### src/rtl/seg7_pkg.sv
// rtl/seg7_pkg.sv - shared seven-segment constants, lock states and pattern decoder
package seg7_pkg;

    localparam logic [7:0] SEG7_0     = 8'h3f;
    localparam logic [7:0] SEG7_1     = 8'h06;
    localparam logic [7:0] SEG7_2     = 8'h5b;
    localparam logic [7:0] SEG7_3     = 8'h4f;
    localparam logic [7:0] SEG7_4     = 8'h66;
    localparam logic [7:0] SEG7_5     = 8'h6d;
    localparam logic [7:0] SEG7_6     = 8'h7c;
    localparam logic [7:0] SEG7_7     = 8'h07;
    localparam logic [7:0] SEG7_8     = 8'h7f;
    localparam logic [7:0] SEG7_9     = 8'h6f;
    localparam logic [7:0] SEG7_6_ALT = 8'h7d;
    localparam logic [7:0] SEG7_BLANK = 8'h00;

    typedef enum logic {
        LOCK_UNLOCKED = 1'b0,
        LOCK_LOCKED   = 1'b1
    } lock_state_t;

    typedef struct packed {
        logic       legal;
        logic [3:0] value;
    } seg7_dec_t;

    // Blank (00) decodes as not legal; callers tell it apart from illegal codes.
    function automatic seg7_dec_t seg7_decode(input logic [6:0] pattern);
        seg7_dec_t r_dec;
        r_dec = '0;
        case ({1'b0, pattern})
            SEG7_0:     r_dec = '{legal: 1'b1, value: 4'd0};
            SEG7_1:     r_dec = '{legal: 1'b1, value: 4'd1};
            SEG7_2:     r_dec = '{legal: 1'b1, value: 4'd2};
            SEG7_3:     r_dec = '{legal: 1'b1, value: 4'd3};
            SEG7_4:     r_dec = '{legal: 1'b1, value: 4'd4};
            SEG7_5:     r_dec = '{legal: 1'b1, value: 4'd5};
            SEG7_6:     r_dec = '{legal: 1'b1, value: 4'd6};
            SEG7_6_ALT: r_dec = '{legal: 1'b1, value: 4'd6};
            SEG7_7:     r_dec = '{legal: 1'b1, value: 4'd7};
            SEG7_8:     r_dec = '{legal: 1'b1, value: 4'd8};
            SEG7_9:     r_dec = '{legal: 1'b1, value: 4'd9};
            default:    r_dec = '0;
        endcase
        return r_dec;
    endfunction

endpackage

### src/rtl/seg7_stable_filter.sv
// rtl/seg7_stable_filter.sv - debounce the g..a segment pattern and strobe each newly accepted pattern
module seg7_stable_filter
    import seg7_pkg::*;
#(
    parameter int STABLE_CYCLES = 1
) (
    input  logic       clk,
    input  logic       rst,
    input  logic [6:0] i_pattern,
    output logic       o_accept,
    output logic [6:0] o_pattern
);

    localparam int            CW  = (STABLE_CYCLES < 2) ? 1 : $clog2(STABLE_CYCLES + 1);
    localparam logic [CW-1:0] SAT = CW'(STABLE_CYCLES);
    localparam logic [CW-1:0] ONE = CW'(1);

    logic [6:0]    r_cand;
    logic [CW-1:0] r_cnt;
    logic [6:0]    r_acc_pat;

    logic          w_change;
    logic [CW-1:0] w_cnt_next;
    logic          w_reached;
    logic          w_accept;

    always_comb begin
        w_change = (i_pattern != r_cand);
        if (w_change) begin
            w_cnt_next = ONE;
        end else if (r_cnt == SAT) begin
            w_cnt_next = SAT;
        end else begin
            w_cnt_next = r_cnt + ONE;
        end
        // Fire only on the edge the count arrives at SAT, not while it sits there.
        w_reached = (w_cnt_next == SAT) && (w_change || (r_cnt != SAT));
        w_accept  = w_reached && (i_pattern != r_acc_pat);
    end

    always_ff @(posedge clk) begin
        if (rst) begin
            r_cand    <= 7'h00;
            r_cnt     <= SAT;
            r_acc_pat <= 7'h00;
        end else begin
            r_cand <= i_pattern;
            r_cnt  <= w_cnt_next;
            if (w_accept) begin
                r_acc_pat <= i_pattern;
            end
        end
    end

    assign o_accept  = w_accept;
    assign o_pattern = i_pattern;

endmodule

### src/rtl/seg7_rotation_monitor.sv
// rtl/seg7_rotation_monitor.sv - rotating seven-segment digit checker with code/sequence error counting
module seg7_rotation_monitor
    import seg7_pkg::*;
#(
    parameter int STABLE_CYCLES = 1,
    parameter int CNT_W         = 16
) (
    input  logic             clk,
    input  logic             rst,
    input  logic [7:0]       seg_in,
    output logic [3:0]       digit,
    output logic             digit_valid,
    output logic             dp_out,
    output logic             blank,
    output logic             code_err,
    output logic             seq_err,
    output logic             locked,
    output logic [CNT_W-1:0] err_count
);

    logic        w_accept;
    logic [6:0]  w_pat;
    seg7_dec_t   w_dec;
    logic        w_blank_pat;
    logic [3:0]  w_expected;
    logic        w_code_err;
    logic        w_seq_err;
    lock_state_t r_lock_state;
    lock_state_t w_lock_next;

    logic [3:0]       r_digit;
    logic             r_digit_valid;
    logic             r_dp;
    logic             r_blank;
    logic             r_code_err;
    logic             r_seq_err;
    logic [CNT_W-1:0] r_err_count;

    seg7_stable_filter #(
        .STABLE_CYCLES(STABLE_CYCLES)
    ) u_filter (
        .clk      (clk),
        .rst      (rst),
        .i_pattern(seg_in[6:0]),
        .o_accept (w_accept),
        .o_pattern(w_pat)
    );

    always_comb begin
        w_dec       = seg7_decode(w_pat);
        w_blank_pat = (w_pat == SEG7_BLANK[6:0]);
        w_expected  = (r_digit == 4'd9) ? 4'd0 : r_digit + 4'd1;
        w_lock_next = r_lock_state;
        w_code_err  = 1'b0;
        w_seq_err   = 1'b0;
        if (w_accept) begin
            if (w_dec.legal) begin
                w_seq_err   = (r_lock_state == LOCK_LOCKED) && (w_dec.value != w_expected);
                w_lock_next = LOCK_LOCKED;
            end else if (!w_blank_pat) begin
                w_code_err  = 1'b1;
                w_lock_next = LOCK_UNLOCKED;
            end
        end
    end

    always_ff @(posedge clk) begin
        if (rst) begin
            r_lock_state <= LOCK_UNLOCKED;
        end else begin
            r_lock_state <= w_lock_next;
        end
    end

    always_ff @(posedge clk) begin
        if (rst) begin
            r_digit       <= 4'd0;
            r_digit_valid <= 1'b0;
            r_dp          <= 1'b0;
            r_blank       <= 1'b1;
            r_code_err    <= 1'b0;
            r_seq_err     <= 1'b0;
            r_err_count   <= '0;
        end else begin
            r_digit_valid <= w_accept && w_dec.legal;
            r_code_err    <= w_code_err;
            r_seq_err     <= w_seq_err;
            if (w_accept) begin
                r_dp    <= seg_in[7];
                r_blank <= w_blank_pat;
                if (w_dec.legal) begin
                    r_digit <= w_dec.value;
                end
            end
            if ((w_code_err || w_seq_err) && (r_err_count != '1)) begin
                r_err_count <= r_err_count + 1'b1;
            end
        end
    end

    assign digit       = r_digit;
    assign digit_valid = r_digit_valid;
    assign dp_out      = r_dp;
    assign blank       = r_blank;
    assign code_err    = r_code_err;
    assign seq_err     = r_seq_err;
    assign locked      = (r_lock_state == LOCK_LOCKED);
    assign err_count   = r_err_count;

endmodule

### config.mk
export PLATFORM = sky130hd
export DESIGN_NAME = seg7_rotation_monitor
export DESIGN_NICKNAME = d
export VERILOG_FILES = /design/src/rtl/seg7_pkg.sv /design/src/rtl/seg7_stable_filter.sv /design/src/rtl/seg7_rotation_monitor.sv
export SDC_FILE = /design/constraint.sdc
export NUM_CORES = 1
export LEC_CHECK = 0
export ABC_AREA = 1
export ABC_CLOCK_PERIOD_IN_PS = 2240
export CAP_MARGIN = 20
export CORE_ASPECT_RATIO = 0.9
export CORE_MARGIN = 2
export CORE_UTILIZATION = 45
export CTS_BUF_LIST = sky130_fd_sc_hd__clkbuf_4
export DETAILED_ROUTE_END_ITERATION = 16
export HOLD_SLACK_MARGIN = 0.1
export PLACE_DENSITY = 0.8
export SYNTH_ARGS = -nofsm -noshare
export SYNTH_HDL_FRONTEND = slang
export SYNTH_HIERARCHICAL = 1
export SYNTH_SLANG_ARGS = --single-unit
### constraint.sdc
create_clock -name clk -period 2.24 [get_ports clk]
set_input_delay 0.672 -clock clk [delete_from_list [all_inputs] [get_ports clk]]
set_output_delay 0.672 -clock clk [all_outputs]
set_load 0.05 [all_outputs]
==> results_dict.tcl, run 1 <==
set metrics [dict create \
    htree_levels 2 \
    grt_pass1_vias 2478 \
    root_buffer "clkbuf_4" \
    multi_input_area_sq_um 1630 \
    syn_nets 397 \
    dp_slack_ns -0.550 \
    total_power_uw 1520 \
    hold_viol 0 \
    mostFrequentLayoutCell "nand2_1" \
    numCtsBuffers 5 \
    cts.path.max_buffers 2 \
    port_buffers 35 \
    vdd_ir_drop_max_uv 327 \
    rsz0062_at_grt "false" \
    utilization 0.587 \
    period_needed_ns 2.17 \
    critPathSlowestCell "clkdlybuf4s50_1" \
    cp_top_family "buffers and inverters" \
    drc 0 \
    grtUsageTotal 0.200 \
    clock.fmax_mhz 460 \
    antenna_found_initial 0 \
    p_leak_uw 0.00157 \
    crit_arrival_ns 1.50 \
    power_frac_seq 0.507 \
    synth.lib_cells_used.distinct 32 \
    drive_above_1_share 0.304 \
    relSlewSlack 0.666 \
    grt_overflow_total 0 \
    area_growth_pct 26.2 \
    grt_pass1_wl_microns 10800 \
    worstMarginPinSlew_ns 0.499 \
    cp_cell_sequence "clkdlybuf4s50_1" \
    clk_pin_slew_ns 0.13 \
    clock-sinks 40 \
    num_vias 2620 \
    path_buf_inv 1 \
    maxSlewViolCount 0 \
    cp_slowest_stage_delay_ns 0.80 \
    drt_pass1_iterations 4 \
    drv_cap 0 \
    clkPwrFrac 0.242 \
    pwr_density_cell_nw_per_um2 457 \
    routed_wl_microns 6360 \
    nNetsFinal 464 \
    switching_share 0.340 \
    dieWidth_microns 84.6 \
    postCtsSetupRepairBufs 0 \
    grt_start_max_net_pins 32 \
    critPathCaptureType "output pin" \
    num_antenna_cells 0 \
    boundaryPins 36 \
    die_h_microns 76.6 \
    design.die.area_sq_um 6480 \
    drt_iter0_drc 189 \
    vias_per_cell 5.00 \
    finalSetupViolCount 0 \
    layout_common_cells "nand2_1, buf_4, nor2_1" \
    fp-row-count 26 \
    setup_ws_ns 0.0651 \
    status "finished clean" \
    clock_latency_ns 0.36 \
    ant_nets 0 \
    holdCritPathClass "flip-flop to flip-flop" \
    hold_ws_ns 0.511 \
    critPathRequiredTime_ns 1.57 \
    seq_area_sq_um 801 \
    cp_max_fo 2 \
    cts-hold-fix-buffers 0 \
    initial_core_util 0.465 \
    yosys_register_bits 40 \
    wl_per_cell_microns 12.1 \
    startpoint_type "flip-flop" \
    synth.yosys.seq_area_share 0.304 \
    power.share.combinational 0.251 \
    skew_ns 0.0137 \
    ys_warn_count 6 \
    p_int_uw 1000 \
    synth_area_sq_um 2630 \
    syn_avg_cell_area_sq_um 6.82 \
    cts_tree "yes" \
    min_period_over_period 0.971 \
    fill_cells 532 \
    critPathKind "flip-flop to output pin" \
    power.switching_uw 517 \
    core_area_sq_um 5660 \
    synthCells 386 \
    gp_congestion 0.930 \
    hpwl_microns 4460 \
]
-- cells by family after synthesis --
group,share of synthesized area
compound gates,0.0751
fa+ha+maj,0.00475
simple gates,0.442
flops,0.304
xor+xnor,0.0665
buf+inv,0.107
-- cells in the mapped netlist --
library cell	instances	area, sq um
nand2_1	86	323
nand2_2	24	150
nor4_1	2	12.5
buf_8	1	15.0
dfxtp_1	40	801
a211oi_1	2	15.0
clkbuf_1	1	3.75
nor2_4	6	67.6
o21ai_0	6	30.0
buf_4	8	60.1
buf_12	1	20.0
inv_2	10	37.5
inv_1	34	128
nand2_4	2	22.5
a21oi_2	10	87.6
xnor2_1	9	78.8
xor2_1	11	96.3
nor2_2	7	43.8
nor3_1	6	30.0
o21ai_1	2	10.0
nor2_1	51	191
nand4_1	6	37.5
buf_2	2	10.0
nand4_2	1	12.5
nand2_8	2	40.0
or3_1	1	6.26
a21oi_1	11	55.1
nand3_2	1	10.0
ha_1	1	12.5
dlygate4sd1_1	1	8.76
nand3_1	40	200
nand3_4	1	17.5
-- power groups by stage --
stage,clock network [uW],logic (uW),registers (uW)
after floorplan,0,200,836
after global placement,0,359,785
after detailed placement,0,367,787
after CTS,382,381,771
after global routing,400,416,776
final,367,382,771
-- final cells by class --
cell class / count / share of cell area
clock buffer: 5 / 0.0113
clock inverter: 3 / 0.00414
inverter: 44 / 0.0497
multi-input combinational: 291 / 0.491
sequential: 40 / 0.241
tap: 70 / 0.0264
timing repair buffer: 71 / 0.176
-- worst paths after layout --
kind,start,cells after the start,to,slack [ns]
min,u_filter/r_acc_pat[3],2,u_filter/r_acc_pat[3],0.51
min reg2reg,u_filter/r_acc_pat[3],2,u_filter/r_acc_pat[3],0.51
max,dp_out,1,dp_out,0.07
max reg2reg,err_count[0],9,err_count[4],0.24
-- stage by stage --
stage	std cells	setup TNS [ns]	instance area, sq um
after floorplan	386	0	2630
after global placement	512	-9.84	3190
after detailed placement	512	-11.65	3190
after CTS	523	0	3310
after global routing	524	0	3320
final	524	0	3320
-- sequential cells by signal, indices dropped and copies added (netlist names) --
| register | count |
|---|---|
| u_filter/r_cand | 7 |
| locked | 1 |
| dp_out | 1 |
| u_filter/r_acc_pat | 7 |
| blank | 1 |
| err_count | 16 |
| digit | 4 |
| digit_valid | 1 |
| seq_err | 1 |
| code_err | 1 |
-- what timing repair did --
| item | 4_1_cts | 5_1_grt |
|---|---|---|
| cloned | 3 | 1 |
| pin swaps | 4 | 9 |
| endpoints found under the setup margin | 20 | 17 |
| resized for setup | 21 | 14 |
-- layer usage --
metal  share of wire  global-route usage  up-vias
met4           0.014              0.0651        0
met3           0.045              0.0325        8
met1            0.46               0.253     1192
met2            0.48               0.346       70
met5               0                   0        -
li1                -                   -     1350
No activity file was read; power rests on OpenSTA's default activity.
==> run 2, diff against run 1 <==
Settings changed: CTS_CLUSTER_SIZE set to 24.
==> results of run 2 <==
The final DEF is identical to that of run 1; final timing and power are the same.
==> run 3, diff against run 2 <==
Settings changed: RECOVER_POWER set to 100.
==> run 3 against run 2 <==
Against the previous run:
- clock skew is essentially flat
- register-to-register slack gained 0.03 ns
- sequential power is essentially flat
- sequential share of layout area is 0.72 points higher
- first-iteration DRC count grew 3.2%
- power down 0.63%
- global-route usage unchanged
- critical path type unchanged
- critical endpoint unchanged
==> results_dict.tcl, run 3 (synthesis gave the netlist of run 1 again) <==
set metrics [dict create \
    cts-hold-fix-buffers 0 \
    antenna_found_initial 0 \
    port_buffers 35 \
    skew_ns 0.0137 \
    clock_latency_ns 0.36 \
    layout_common_cells "nand2_1, nor2_1, nand3_1, dfxtp_1, inv_1" \
    critPathKind "flip-flop to output pin" \
    hold_depth 2 \
    clk_pin_slew_ns 0.13 \
    mostFrequentLayoutCell "nand2_1" \
    fp-row-count 26 \
    cts_tree "yes" \
    nNetsFinal 464 \
    final_area_sq_um 3230 \
    critPathCaptureType "output pin" \
    wl_per_cell_microns 12.2 \
    cp_slowest_stage_delay_ns 0.80 \
    crit_arrival_ns 1.50 \
    area_growth_pct 22.5 \
    num_vias 2640 \
    core_area_sq_um 5660 \
    p_leak_uw 0.00148 \
    utilization 0.570 \
    initial_core_util 0.465 \
    status "finished clean" \
    reg2reg_from "err_count[0]" \
    grtUsageTotal 0.200 \
    pwr_density_cell_nw_per_um2 468 \
    clock-sinks 40 \
    period_needed_ns 2.17 \
    routed_wl_microns 6380 \
    grt_pass1_vias 2478 \
    grt_start_max_net_pins 32 \
    ant_nets 0 \
    drt_iter0_drc 195 \
    numCtsBuffers 5 \
    htree_levels 2 \
    largest_register_ffs 16 \
    path_buf_inv 1 \
    r2r-end "err_count[4]" \
    die_h_microns 76.6 \
    grt_pass1_wl_microns 10800 \
    num_antenna_cells 0 \
    hold_viol 0 \
    total_power_uw 1510 \
    gp_congestion 0.930 \
    cp_top_family "buffers and inverters" \
    critPathSlowestCell "clkdlybuf4s50_1" \
    min_period_over_period 0.968 \
    vdd_ir_drop_max_uv 329 \
    drc 0 \
    finalSetupViolCount 0 \
    cp_max_fo 2 \
    min-delay-start "u_filter/r_acc_pat[3]" \
    boundaryPins 36 \
    postPlaceCellArea_sq_um 3190 \
    drv_cap 0 \
    cp_cell_sequence "clkdlybuf4s50_1" \
    reg2reg_depth 9 \
    root_buffer "clkbuf_4" \
    startpoint_type "flip-flop" \
    hpwl_microns 4460 \
    maxSlewViolCount 0 \
    cts.path.max_buffers 2 \
    dieWidth_microns 84.6 \
    worst_hold_path.endpoint "u_filter/r_acc_pat[3]" \
    worstMarginPinSlew_ns 0.615 \
    r2r_setup_slack_ns 0.27 \
    holdCritPathClass "flip-flop to flip-flop" \
    rsz0062_at_grt "false" \
    relSlewSlack 0.592 \
    drive_above_1_share 0.256 \
    vias_per_cell 5.04 \
    postCtsSetupRepairBufs 0 \
    design.die.area_sq_um 6480 \
    drt_pass1_iterations 4 \
    clock.fmax_mhz 461 \
    critPathRequiredTime_ns 1.57 \
    grt_overflow_total 0 \
]
-- run 3: how the worst max path moves through the flow --
stage / start / endpoint / slack [ns] / depth (start not counted)
floorplan: err_count[0] / err_count[0] / 0.02 / 9
CTS: blank / blank / 0.0002 / 1
finish: dp_out / dp_out / 0.07 / 1
global route: seg_in[3] / err_count[9] / 0.003 / 16
detailed placement: seg_in[4] / err_count[2] / -0.55 / 14
global placement: seg_in[4] / err_count[5] / -0.47 / 14
-- run 3: metrics by stage --
| step | setup WS, ns | TNS (ns) | hold WS [ns] | cells |
|---|---|---|---|---|
| global route | 0.00345 | 0 | 0.536 | 524 |
| finish | 0.0706 | 0 | 0.511 | 524 |
| CTS | 0.000207 | 0 | 0.513 | 523 |
| floorplan | 0.0168 | 0 | 0.478 | 386 |
| global placement | -0.474 | -9.84 | 0.485 | 512 |
| detailed placement | -0.550 | -11.65 | 0.494 | 512 |
-- run 3: power by group --
| part | total [uW] | internal [uW] | switching [uW] |
|---|---|---|---|
| registers | 770 | 743 | 27.8 |
| logic | 370 | 135 | 235 |
| clock network | 370 | 115 | 255 |
| total | 1510 | 993 | 517 |
-- run 3: metal layers --
metal | GRT usage | routed length [microns] | vias up
met5 | 0 | 0 | -
met4 | 0.0651 | 90 | 0
met3 | 0.0325 | 275 | 8
met2 | 0.346 | 3070 | 70
met1 | 0.253 | 2940 | 1211
li1 | - | - | 1351
-- run 3: cell type report --
type | count | area, sq um
clock inverters | 3 | 13.8
multi-input cells | 291 | 1620
fillers | 555 | 2430
well taps | 70 | 87.6
flip-flops and latches | 40 | 801
clock buffers | 5 | 37.5
repair buffers | 71 | 507
inverters | 44 | 165
-- run 3: timing repair --
item,4_1_cts,5_1_grt
resized for setup,21,14
pin swaps,4,9
gates cloned,3,1
setup endpoints to repair,20,17
